## src/rtl/storage_mgmt_arbiter_if.sv

```systemverilog
// Requester-side native access channel into the storage management arbiter.
// The requester drives the command fields; the arbiter returns grant and read response.
interface storage_mgmt_arbiter_if #(
  parameter int BLK_W = 1
);
  logic             req;
  logic             gnt;
  logic             we;
  logic [BLK_W-1:0] blk;
  logic [7:0]       addr;
  logic [3:0]       wmask;
  logic [31:0]      wdata;
  logic             rvalid;
  logic [31:0]      rdata;

  modport master (
    output req, we, blk, addr, wmask, wdata,
    input  gnt, rvalid, rdata
  );

  modport slave (
    input  req, we, blk, addr, wmask, wdata,
    output gnt, rvalid, rdata
  );
endinterface

```

## src/rtl/storage_mgmt_arbiter.sv

```systemverilog
// Two-requester sticky round-robin arbiter with burst cap in front of the
// storage area's single management R/W SRAM port; read data returns one cycle later.
module storage_mgmt_arbiter #(
  parameter int RAM_BLOCKS = 2,
  parameter int BLK_W      = 1,
  parameter int MAX_BURST  = 4
) (
  input  logic                    wb_clk_i,
  input  logic                    wb_rst_i,
  storage_mgmt_arbiter_if.slave   r0,
  storage_mgmt_arbiter_if.slave   r1,
  output logic [RAM_BLOCKS-1:0]   mgmt_ena,
  output logic [RAM_BLOCKS-1:0]   mgmt_wen,
  output logic [RAM_BLOCKS*4-1:0] mgmt_wen_mask,
  output logic [7:0]              mgmt_addr,
  output logic [31:0]             mgmt_wdata,
  input  logic [RAM_BLOCKS*32-1:0] mgmt_rdata
);

  localparam logic [3:0] MAX_B = 4'(MAX_BURST);

  logic             last_q, last_d;
  logic [3:0]       burst_cnt_q, burst_cnt_d;
  logic             rsp_pend_q, rsp_pend_d;
  logic             rsp_id_q, rsp_id_d;
  logic [BLK_W-1:0] rsp_blk_q, rsp_blk_d;

  logic             req0, req1, accept, win;
  logic             sel_we;
  logic [BLK_W-1:0] sel_blk;
  logic [3:0]       sel_wmask;
  logic [7:0]       sel_addr;
  logic [31:0]      sel_wdata;
  logic             rvalid_any;
  logic [31:0]      rdata_sel;

  // NOTE: every signal assigned in always_comb gets a default first, so no path can infer a latch.
  always_comb begin
    req0   = r0.req & ~wb_rst_i;
    req1   = r1.req & ~wb_rst_i;
    accept = req0 | req1;

    // A zero burst count means no burst is in progress, so contention rotates
    // away from last; otherwise stay sticky until the cap is reached.
    if (req0 && req1) begin
      if (burst_cnt_q == 4'd0 || burst_cnt_q >= MAX_B) win = ~last_q;
      else                                             win = last_q;
    end else begin
      win = req1;
    end

    sel_we    = win ? r1.we    : r0.we;
    sel_blk   = win ? r1.blk   : r0.blk;
    sel_wmask = win ? r1.wmask : r0.wmask;
    sel_addr  = win ? r1.addr  : r0.addr;
    sel_wdata = win ? r1.wdata : r0.wdata;

    r0.gnt = accept & ~win;
    r1.gnt = accept &  win;

    mgmt_ena      = '0;
    mgmt_wen      = '0;
    mgmt_wen_mask = '0;
    mgmt_addr     = '0;
    mgmt_wdata    = '0;
    if (accept) begin
      mgmt_addr  = sel_addr;
      mgmt_wdata = sel_wdata;
      // Out-of-range block indices match no bit and leave the macro idle.
      for (int b = 0; b < RAM_BLOCKS; b++) begin
        if (int'(sel_blk) == b) begin
          mgmt_ena[b]          = 1'b1;
          mgmt_wen[b]          = sel_we;
          mgmt_wen_mask[b*4 +: 4] = sel_we ? sel_wmask : 4'h0;
        end
      end
    end

    last_d      = last_q;
    burst_cnt_d = burst_cnt_q;
    if (accept) begin
      if (win == last_q) begin
        if (burst_cnt_q < MAX_B) burst_cnt_d = burst_cnt_q + 4'd1;
      end else begin
        last_d      = win;
        burst_cnt_d = 4'd1;
      end
    end else begin
      burst_cnt_d = 4'd0;
    end

    rsp_pend_d = accept & ~sel_we;
    rsp_id_d   = rsp_id_q;
    rsp_blk_d  = rsp_blk_q;
    if (accept && !sel_we) begin
      rsp_id_d  = win;
      rsp_blk_d = sel_blk;
    end

    rdata_sel = 32'h0;
    for (int b = 0; b < RAM_BLOCKS; b++) begin
      if (int'(rsp_blk_q) == b) rdata_sel = mgmt_rdata[b*32 +: 32];
    end

    rvalid_any = rsp_pend_q & ~wb_rst_i;
    r0.rvalid  = rvalid_any & ~rsp_id_q;
    r1.rvalid  = rvalid_any &  rsp_id_q;
    r0.rdata   = (rvalid_any && !rsp_id_q) ? rdata_sel : 32'h0;
    r1.rdata   = (rvalid_any &&  rsp_id_q) ? rdata_sel : 32'h0;
  end

  // NOTE: state flops use non-blocking assignments so all of them update together at the edge.
  always_ff @(posedge wb_clk_i) begin
    if (wb_rst_i) begin
      last_q      <= 1'b1;
      burst_cnt_q <= 4'd0;
      rsp_pend_q  <= 1'b0;
      rsp_id_q    <= 1'b0;
      rsp_blk_q   <= '0;
    end else begin
      last_q      <= last_d;
      burst_cnt_q <= burst_cnt_d;
      rsp_pend_q  <= rsp_pend_d;
      rsp_id_q    <= rsp_id_d;
      rsp_blk_q   <= rsp_blk_d;
    end
  end

endmodule

```

## src/flat_wrapper.sv

```systemverilog
// flat-port wrapper written by rule: the top's interface ports become plain ports
module storage_mgmt_arbiter_flat 
#(
  parameter int RAM_BLOCKS = 2,
  parameter int BLK_W      = 1,
  parameter int MAX_BURST  = 4
)
  (wb_clk_i, wb_rst_i, mgmt_ena, mgmt_wen, mgmt_wen_mask, mgmt_addr, mgmt_wdata, mgmt_rdata, r0_req, r0_we, r0_blk, r0_addr, r0_wmask, r0_wdata, r0_gnt, r0_rvalid, r0_rdata, r1_req, r1_we, r1_blk, r1_addr, r1_wmask, r1_wdata, r1_gnt, r1_rvalid, r1_rdata);
  storage_mgmt_arbiter_if #(.BLK_W(BLK_W)) r0_i ();
  storage_mgmt_arbiter_if #(.BLK_W(BLK_W)) r1_i ();
  input  logic wb_clk_i;
  input  logic wb_rst_i;
  output logic [RAM_BLOCKS-1:0] mgmt_ena;
  output logic [RAM_BLOCKS-1:0] mgmt_wen;
  output logic [RAM_BLOCKS*4-1:0] mgmt_wen_mask;
  output logic [7:0] mgmt_addr;
  output logic [31:0] mgmt_wdata;
  input  logic [RAM_BLOCKS*32-1:0] mgmt_rdata;
  input wire logic [$bits(r0_i.req)-1:0] r0_req;
  input wire logic [$bits(r0_i.we)-1:0] r0_we;
  input wire logic [$bits(r0_i.blk)-1:0] r0_blk;
  input wire logic [$bits(r0_i.addr)-1:0] r0_addr;
  input wire logic [$bits(r0_i.wmask)-1:0] r0_wmask;
  input wire logic [$bits(r0_i.wdata)-1:0] r0_wdata;
  output wire logic [$bits(r0_i.gnt)-1:0] r0_gnt;
  output wire logic [$bits(r0_i.rvalid)-1:0] r0_rvalid;
  output wire logic [$bits(r0_i.rdata)-1:0] r0_rdata;
  input wire logic [$bits(r1_i.req)-1:0] r1_req;
  input wire logic [$bits(r1_i.we)-1:0] r1_we;
  input wire logic [$bits(r1_i.blk)-1:0] r1_blk;
  input wire logic [$bits(r1_i.addr)-1:0] r1_addr;
  input wire logic [$bits(r1_i.wmask)-1:0] r1_wmask;
  input wire logic [$bits(r1_i.wdata)-1:0] r1_wdata;
  output wire logic [$bits(r1_i.gnt)-1:0] r1_gnt;
  output wire logic [$bits(r1_i.rvalid)-1:0] r1_rvalid;
  output wire logic [$bits(r1_i.rdata)-1:0] r1_rdata;
  assign r0_i.req = r0_req;
  assign r0_i.we = r0_we;
  assign r0_i.blk = r0_blk;
  assign r0_i.addr = r0_addr;
  assign r0_i.wmask = r0_wmask;
  assign r0_i.wdata = r0_wdata;
  assign r0_gnt = r0_i.gnt;
  assign r0_rvalid = r0_i.rvalid;
  assign r0_rdata = r0_i.rdata;
  assign r1_i.req = r1_req;
  assign r1_i.we = r1_we;
  assign r1_i.blk = r1_blk;
  assign r1_i.addr = r1_addr;
  assign r1_i.wmask = r1_wmask;
  assign r1_i.wdata = r1_wdata;
  assign r1_gnt = r1_i.gnt;
  assign r1_rvalid = r1_i.rvalid;
  assign r1_rdata = r1_i.rdata;
  storage_mgmt_arbiter #(.RAM_BLOCKS(RAM_BLOCKS), .BLK_W(BLK_W), .MAX_BURST(MAX_BURST)) u_core (.wb_clk_i(wb_clk_i), .wb_rst_i(wb_rst_i), .r0(r0_i), .r1(r1_i), .mgmt_ena(mgmt_ena), .mgmt_wen(mgmt_wen), .mgmt_wen_mask(mgmt_wen_mask), .mgmt_addr(mgmt_addr), .mgmt_wdata(mgmt_wdata), .mgmt_rdata(mgmt_rdata));
endmodule
```

## config.mk

```make
export PLATFORM = sky130hd
export DESIGN_NAME = storage_mgmt_arbiter_flat
export DESIGN_NICKNAME = d
export VERILOG_FILES = /design/src/rtl/storage_mgmt_arbiter_if.sv /design/src/rtl/storage_mgmt_arbiter.sv /design/src/flat_wrapper.sv
export SDC_FILE = /design/constraint.sdc
export NUM_CORES = 1
export LEC_CHECK = 0
export BUFFER_PORTS_ARGS = -buffer_cell sky130_fd_sc_hd__buf_2
export CORE_AREA = 2 2 108 110
export CTS_BUF_LIST = sky130_fd_sc_hd__clkbuf_8
export DETAILED_ROUTE_END_ITERATION = 10
export DIE_AREA = 0 0 110 112
export PLACE_DENSITY_LB_ADDON = 0.3
export REMOVE_ABC_BUFFERS = 1
export SLEW_MARGIN = 30
export SYNTH_ARGS = -nofsm -noshare
export SYNTH_HDL_FRONTEND = slang
export SYNTH_SLANG_ARGS = --single-unit
export TNS_END_PERCENT = 30
```

## constraint.sdc

```tcl
create_clock -name wb_clk_i -period 4.4 [get_ports wb_clk_i]
set_input_delay 0.22 -clock wb_clk_i [delete_from_list [all_inputs] [get_ports wb_clk_i]]
set_output_delay 0.22 -clock wb_clk_i [all_outputs]
set_load 0.02 [all_outputs]
```

==> results.md, run 1 <==
* Rows at 39
* Endpoint type of the worst setup path: output pin
* Fmax at 0.325 GHz
* Status: complete, no violations
* Final worst path period need at 3080 ps
* Register area at 164 um2
* Final core utilization at 28.7%
* FILL cells at 1,236
* Largest net degree at the start of global routing at 40
* Crit path launch type: register
* Gpl congestion at 0.809
* Crit path DAT at around 2900 ps
* Die Wd at 110 um
* Num CTS Buffers at 3
* Post-DRT Antenna Nets at 0
* Final Slew Violations at 0
* Via-to-Cell Ratio at approximately 4.3
* Largest area contributor in the netlist: mux2i_1
* Die ar. at around 12,000 um2
* Initial DRT Pass Iterations at 4
* Post-CTS setup buffers at 0
* Max transition margin at 57.9%
* Setup TNS Final at 0 ps
* Yosys warning total at 0
* Avg Cell Area, Syn at 7.19 um2
* Starting Density at between 10 and 15%
* RSZ-0062 raised after global routing: no
* Post-synthesis sequential area ratio at 9.56%
* Primary FF master, synth: dfxtp_1
* Multi-input logic area at 1370 um2
* # DRC at 0
* I/O Buffers at 279
* DR WL/cell at 13.3 um
* Final #Nets at 662
* Cell total after placement at about 640
* Hold WS at approximately 340 ps
* WP data required at 4180 ps
* Asr flop ratio synth at 0%
* VDD IR-drop max at 0.106 mV
* Initial DRC Count at 128
* Hold Buf Count CTS at 0
* Share of post-route cells with drive strength above 1 at around three fifths
* Clock latency at the later pin of the worst-skew pair at 220 ps
* Final hold violation count at 0
* CP Class: register to output pin
* Area grow syn2layout at 91.3%
* Tcrit/Tclk final at 70.0%
* Max H-tree Level at 1
* Setup violations, final at 0
* Ports at 280
* Final WL at 8550 um
* Synth area leaders: mux2i_1, a22o_1, nor2_1
* Synth Instances at 233
* Clk root buf: clkbuf_8
* Via Count at 2,783
* ANT cells at 0
* Global-route wire length before repair at around 12,000 um
* Final non-filler cell total at 641
* CTS tree: done
* Worst hold path class: primary input to register
* Pwr/cell area at 161 nW/um2
* Crit path max fanout at 33
* Yosys reg bits at 8
* Max-cap violation count at 0
* Cell area after synthesis at approximately 1700 um2
* Pleak at 1.94 nW
* Least-Margin Pin Slew at 627 ps
* Core area at 11,200 um2
* Dpl hpwl at 7150 um
* CTS sink cnt at 8
* Cts repair resizes at 0
* Grt total ovfl at 0
* Vias in the first global route at 2,609
* GR Util All Layers at 12.2%
* Netlist cell types at 39
* Post-synth EDFFs at 0
* Clock transition at the registers of the reported paths at 40 ps
* Clock Skew at between 3 and 4 ps
* Die height at between 100 and 150 um
* Initial antenna violation count at 0
* Yosys top cell area share at 23.3%
* Total power at just over 0.5 mW
* Clock Path Buffers at 2
-- power by group --
part	internal, mW	leakage (nW)	switching, mW
Sequential	0.0781	0.0664	0.0199
Combinational	0.153	1.85	0.178
Clock	0.0591	0.0216	0.0267
Total	0.291	1.94	0.225
-- metal layers --
| layer | vias up | wire length, um | GRT usage [%] | share of wire [%] |
|---|---|---|---|---|
| li1 | 1376 | - | - | - |
| met4 | 0 | 91 | 2.28 | 1.1 |
| met1 | 1287 | 3420 | 14.6 | 40 |
| met2 | 108 | 4490 | 22.5 | 52 |
| met3 | 12 | 552 | 1.99 | 6.5 |
| met5 | - | 0 | 0 | 0 |
-- cell families after synthesis --
kind of cell,Yosys count,synth area share [%]
fa+ha+maj,2,1.49
compound gates,57,29.8
simple gates,94,24.3
buf+inv,29,8.96
flops,8,9.56
mux,41,24.9
xor+xnor,2,1.05
-- final timing paths --
check | end | slack, ps | depth (start not counted) | startpoint
setup / recovery | mgmt_ena[0] | 1320 | 8 | u_core.burst_cnt_q[0]$_SDFFE_PP0P_
hold / removal | u_core.rsp_blk_q$_SDFFE_PP0P_ | 340 | 2 | wb_rst_i
setup reg to reg | u_core.rsp_blk_q$_SDFFE_PP0P_ | 1850 | 7 | u_core.burst_cnt_q[0]$_SDFFE_PP0P_
hold reg to reg | u_core.rsp_id_q$_SDFFE_PP0P_ | 550 | 1 | u_core.rsp_id_q$_SDFFE_PP0P_
-- registers in the layout, indices dropped and copies added, names as in the netlist --
| register | cells |
|---|---|
| u_core.rsp_blk_q | 1 |
| u_core.last_q | 1 |
| u_core.burst_cnt_q | 4 |
| u_core.rsp_pend_q | 1 |
| u_core.rsp_id_q | 1 |
-- stage by stage --
| stage | area, um2 | setup WS (ps) |
|---|---|---|
| after floorplan | 1560 | 1490 |
| after global placement | 3160 | 1640 |
| after detailed placement | 3160 | 1590 |
| after CTS | 3200 | 1290 |
| after global routing | 3210 | 1080 |
| final | 3210 | 1320 |
-- synthesized netlist by cell type (2+ instances only) --
cell,number
nor2_1,70
mux2i_1,39
a22o_1,38
nor3_1,11
clkbuf_1,8
dfxtp_1,8
inv_1,8
buf_2,6
a22oi_1,4
buf_6,4
nor2b_1,3
a21oi_1,2
buf_1,2
ha_1,2
nand2_1,2
o31a_1,2
xnor2_1,2
-- worst max-delay path: stages (launching register included) --
cell and delay, ps:
dfxtp_1 360, inv_1 70, ha_1 250, o311ai_2 340, o2111a_1 550, buf_4 420, mux2i_1 330, and2b_1 160
buf_2 150
-- layout by cell type, fill, tap and decap left out, drive strengths merged, types with 2 or more instances in the layout --
master  Yosys  final
dfxtp       8      8
o21ai       2      2
ha          2      2
nor2       71     71
a21oi       2      2
buf        13    283
a22oi       4      4
o31a        2      2
mux2        2      2
xnor2       2      2
nor2b       3      3
clkbuf      8      3
nand2       2      2
nor3       11     11
a22o       38     38
inv         8      8
mux2i      39     39
o221a       2      2
-- layout make-up --
class | instances | area share (%)
Sequential cell | 8 | 5.11
Multi-Input combinational cell | 196 | 42.6
Timing Repair Buffer | 283 | 44.5
Inverter | 8 | 0.937
Tap cell | 143 | 5.58
Clock buffer | 3 | 1.29
No activity file was read; power rests on OpenSTA's default activity.
==> run 2: changes to the inputs <==
- clock period: 4.4 -> 2.7 ns (I/O delays scaled with it)
==> results.md, run 2 (synthesis results as in run 1) <==
* Clock transition at the registers of the reported paths at 40 ps (about the same)
* Clock Path Buffers at 2 (unchanged)
* Tcrit/Tclk final at 91.5%
* Cell count of the worst reg-to-reg path at 6 (-1)
* Setup violations, final at 0 (unchanged)
* Commonest non-fill, non-tap cell in the layout: buf_2
* GR Util All Layers at 12.4% (+0.19 points)
* Vias in the first global route at 2,581 (-1.1%)
* Max H-tree Level at 1 (unchanged)
* Placed inst area at 3190 um2 (+0.87%)
* Worst hold path class: primary input to register
* Fmax at roughly 0.4 GHz
* Rows at 39 (unchanged)
* Pre-CTS setup slack at 447 ps (-1140 ps)
* Die height at 112 um (unchanged)
* Crit path max fanout at 39 (+18%)
* ANT cells at 0 (unchanged)
* Largest net degree at the start of global routing at 42 (+5.0%)
* Hold Buf Count CTS at 0 (unchanged)
* Clock latency at the later pin of the worst-skew pair at 220 ps (about the same)
* Max transition margin at 56.1% (-1.8 points)
* Ports at 280 (unchanged)
* Post-route setup slack at 231 ps (-1090 ps)
* Final worst path period need at 2470 ps
* Area grow syn2layout at 92.9%
* Initial DRT Pass Iterations at 4 (unchanged)
* Commonest non-fill, non-tap cells in the layout: buf_2, nor2_1, mux2i_1, a22o_1, nor3_1
* Final #Nets at 664 (+0.30%)
* Pleak at 1.95 nW (+0.72%)
* RSZ-0062 raised after global routing: no
* Max-cap violation count at 0 (unchanged)
* CTS sink cnt at 8 (unchanged)
* Hold WS at 262 ps (-79.3 ps)
* Dpl hpwl at 7420 um (+3.7%)
* Die Wd at 110 um (unchanged)
* I/O Buffers at 279 (unchanged)
* Die ar. at 12,300 um2 (unchanged)
* Final Slew Violations at 0 (unchanged)
* Initial antenna violation count at 0 (unchanged)
* FILL cells at 1,232 (-0.32%)
* Crit path DAT at 2330 ps (-530 ps)
* Pwr/cell area at 263 nW/um2 (+64%)
* Top reg by flops: u_core.burst_cnt_q
* Setup TNS Final at 0 ps (unchanged)
* Initial DRC Count at 98 (-23%)
* Via-to-Cell Ratio at 4.35 (+0.15%)
* Crit path launch type: register
* DR WL/cell at 13.5 um (+1.1%)
* VDD IR-drop max at 0.134 mV (+26%)
* Share of post-route cells with drive strength above 1 at 59.8% (+0.36 points)
* Max reg flops at 4 (unchanged)
* Num CTS Buffers at 3 (unchanged)
* Cts repair resizes at 0 (unchanged)
* Core area at 11,200 um2 (unchanged)
* # DRC at 0 (unchanged)
* Least-Margin Pin Slew at 655 ps (+27.5 ps)
* Final hold violation count at 0 (unchanged)
* Status: complete, no violations
* Post-DRT Antenna Nets at 0 (unchanged)
* Clk root buf: clkbuf_8
* Total power at 0.850 mW (+65%)
* CTS tree: done
* Endpoint type of the worst setup path: output pin
* Final Cell Area at 3230 um2 (+0.82%)
* Final WL at 8670 um (+1.5%)
* CP Class: register to output pin
* Global-route wire length before repair at 12,300 um (+0.85%)
* Hold Path Stages at 2 (unchanged)
* Post-CTS setup buffers at 0 (unchanged)
* Starting Density at 15.0% (unchanged)
* Gpl congestion at 0.827 (+2.3%)
* WP data required at 2570 ps (-1610 ps)
* Clock Skew at 2.51 ps (-0.582 ps)
* Via Count at 2,796 (+0.47%)
* Grt total ovfl at 0 (unchanged)
run 2: cell count changes in the layout (fill, tap and decap cells not counted), sizes merged:
cell,before,now
buf,283,285
run 2: layout make-up:
| cell class | count | area, um2 | share of cell area (%) |
|---|---|---|---|
| Clock buffer | 3 | 41.3 | 1.28 |
| Inverter | 8 | 30.0 | 0.929 |
| Multi-Input combinational cell | 196 | 1370 | 42.3 |
| Sequential cell | 8 | 161 | 4.99 |
| Tap cell | 143 | 179 | 5.54 |
| Timing Repair Buffer | 285 | 1450 | 45.0 |
run 2: per-stage QoR:
step	cells	utilization [%]
4_1_cts	643	28.9
3_3_place_gp	640	28.5
2_1_floorplan	212	-
5_1_grt	643	28.9
6_report	643	28.9
3_5_place_dp	640	28.5
run 2: metal layers:
layer / GRT usage [%] / vias up / wire length (um)
li1: - / 1381 / -
met1: 14.4 / 1288 / 3440
met2: 23.4 / 115 / 4630
met3: 1.99 / 12 / 511
met4: 2.36 / 0 / 97
met5: 0 / - / 0
run 2: critical path, stage by stage, from the launching register on:
cell and delay (ps):
dfxtp_1 370, inv_1 60, ha_1 250, o31a_1 280, o31ai_2 400, nor2_2 60, buf_4 260, a22o_1 250
buf_2 160
run 2: where the power goes:
group	total (mW)	switching, mW	internal (mW)
logic	0.562	0.305	0.256
clock network	0.140	0.0436	0.0963
registers	0.149	0.0213	0.127
total	0.850	0.370	0.480
run 2: path summary, 6_finish.rpt:
kind / start / end / slack (ps)
min reg2reg: u_core.burst_cnt_q[1]$_SDFFE_PP0P_ / u_core.burst_cnt_q[1]$_SDFFE_PP0P_ / 550
max reg2reg: u_core.burst_cnt_q[0]$_SDFFE_PP0P_ / u_core.rsp_id_q$_SDFFE_PP0P_ / 760
max: u_core.burst_cnt_q[0]$_SDFFE_PP0P_ / mgmt_wdata[18] / 230
min: r0_we / u_core.rsp_id_q$_SDFFE_PP0P_ / 260
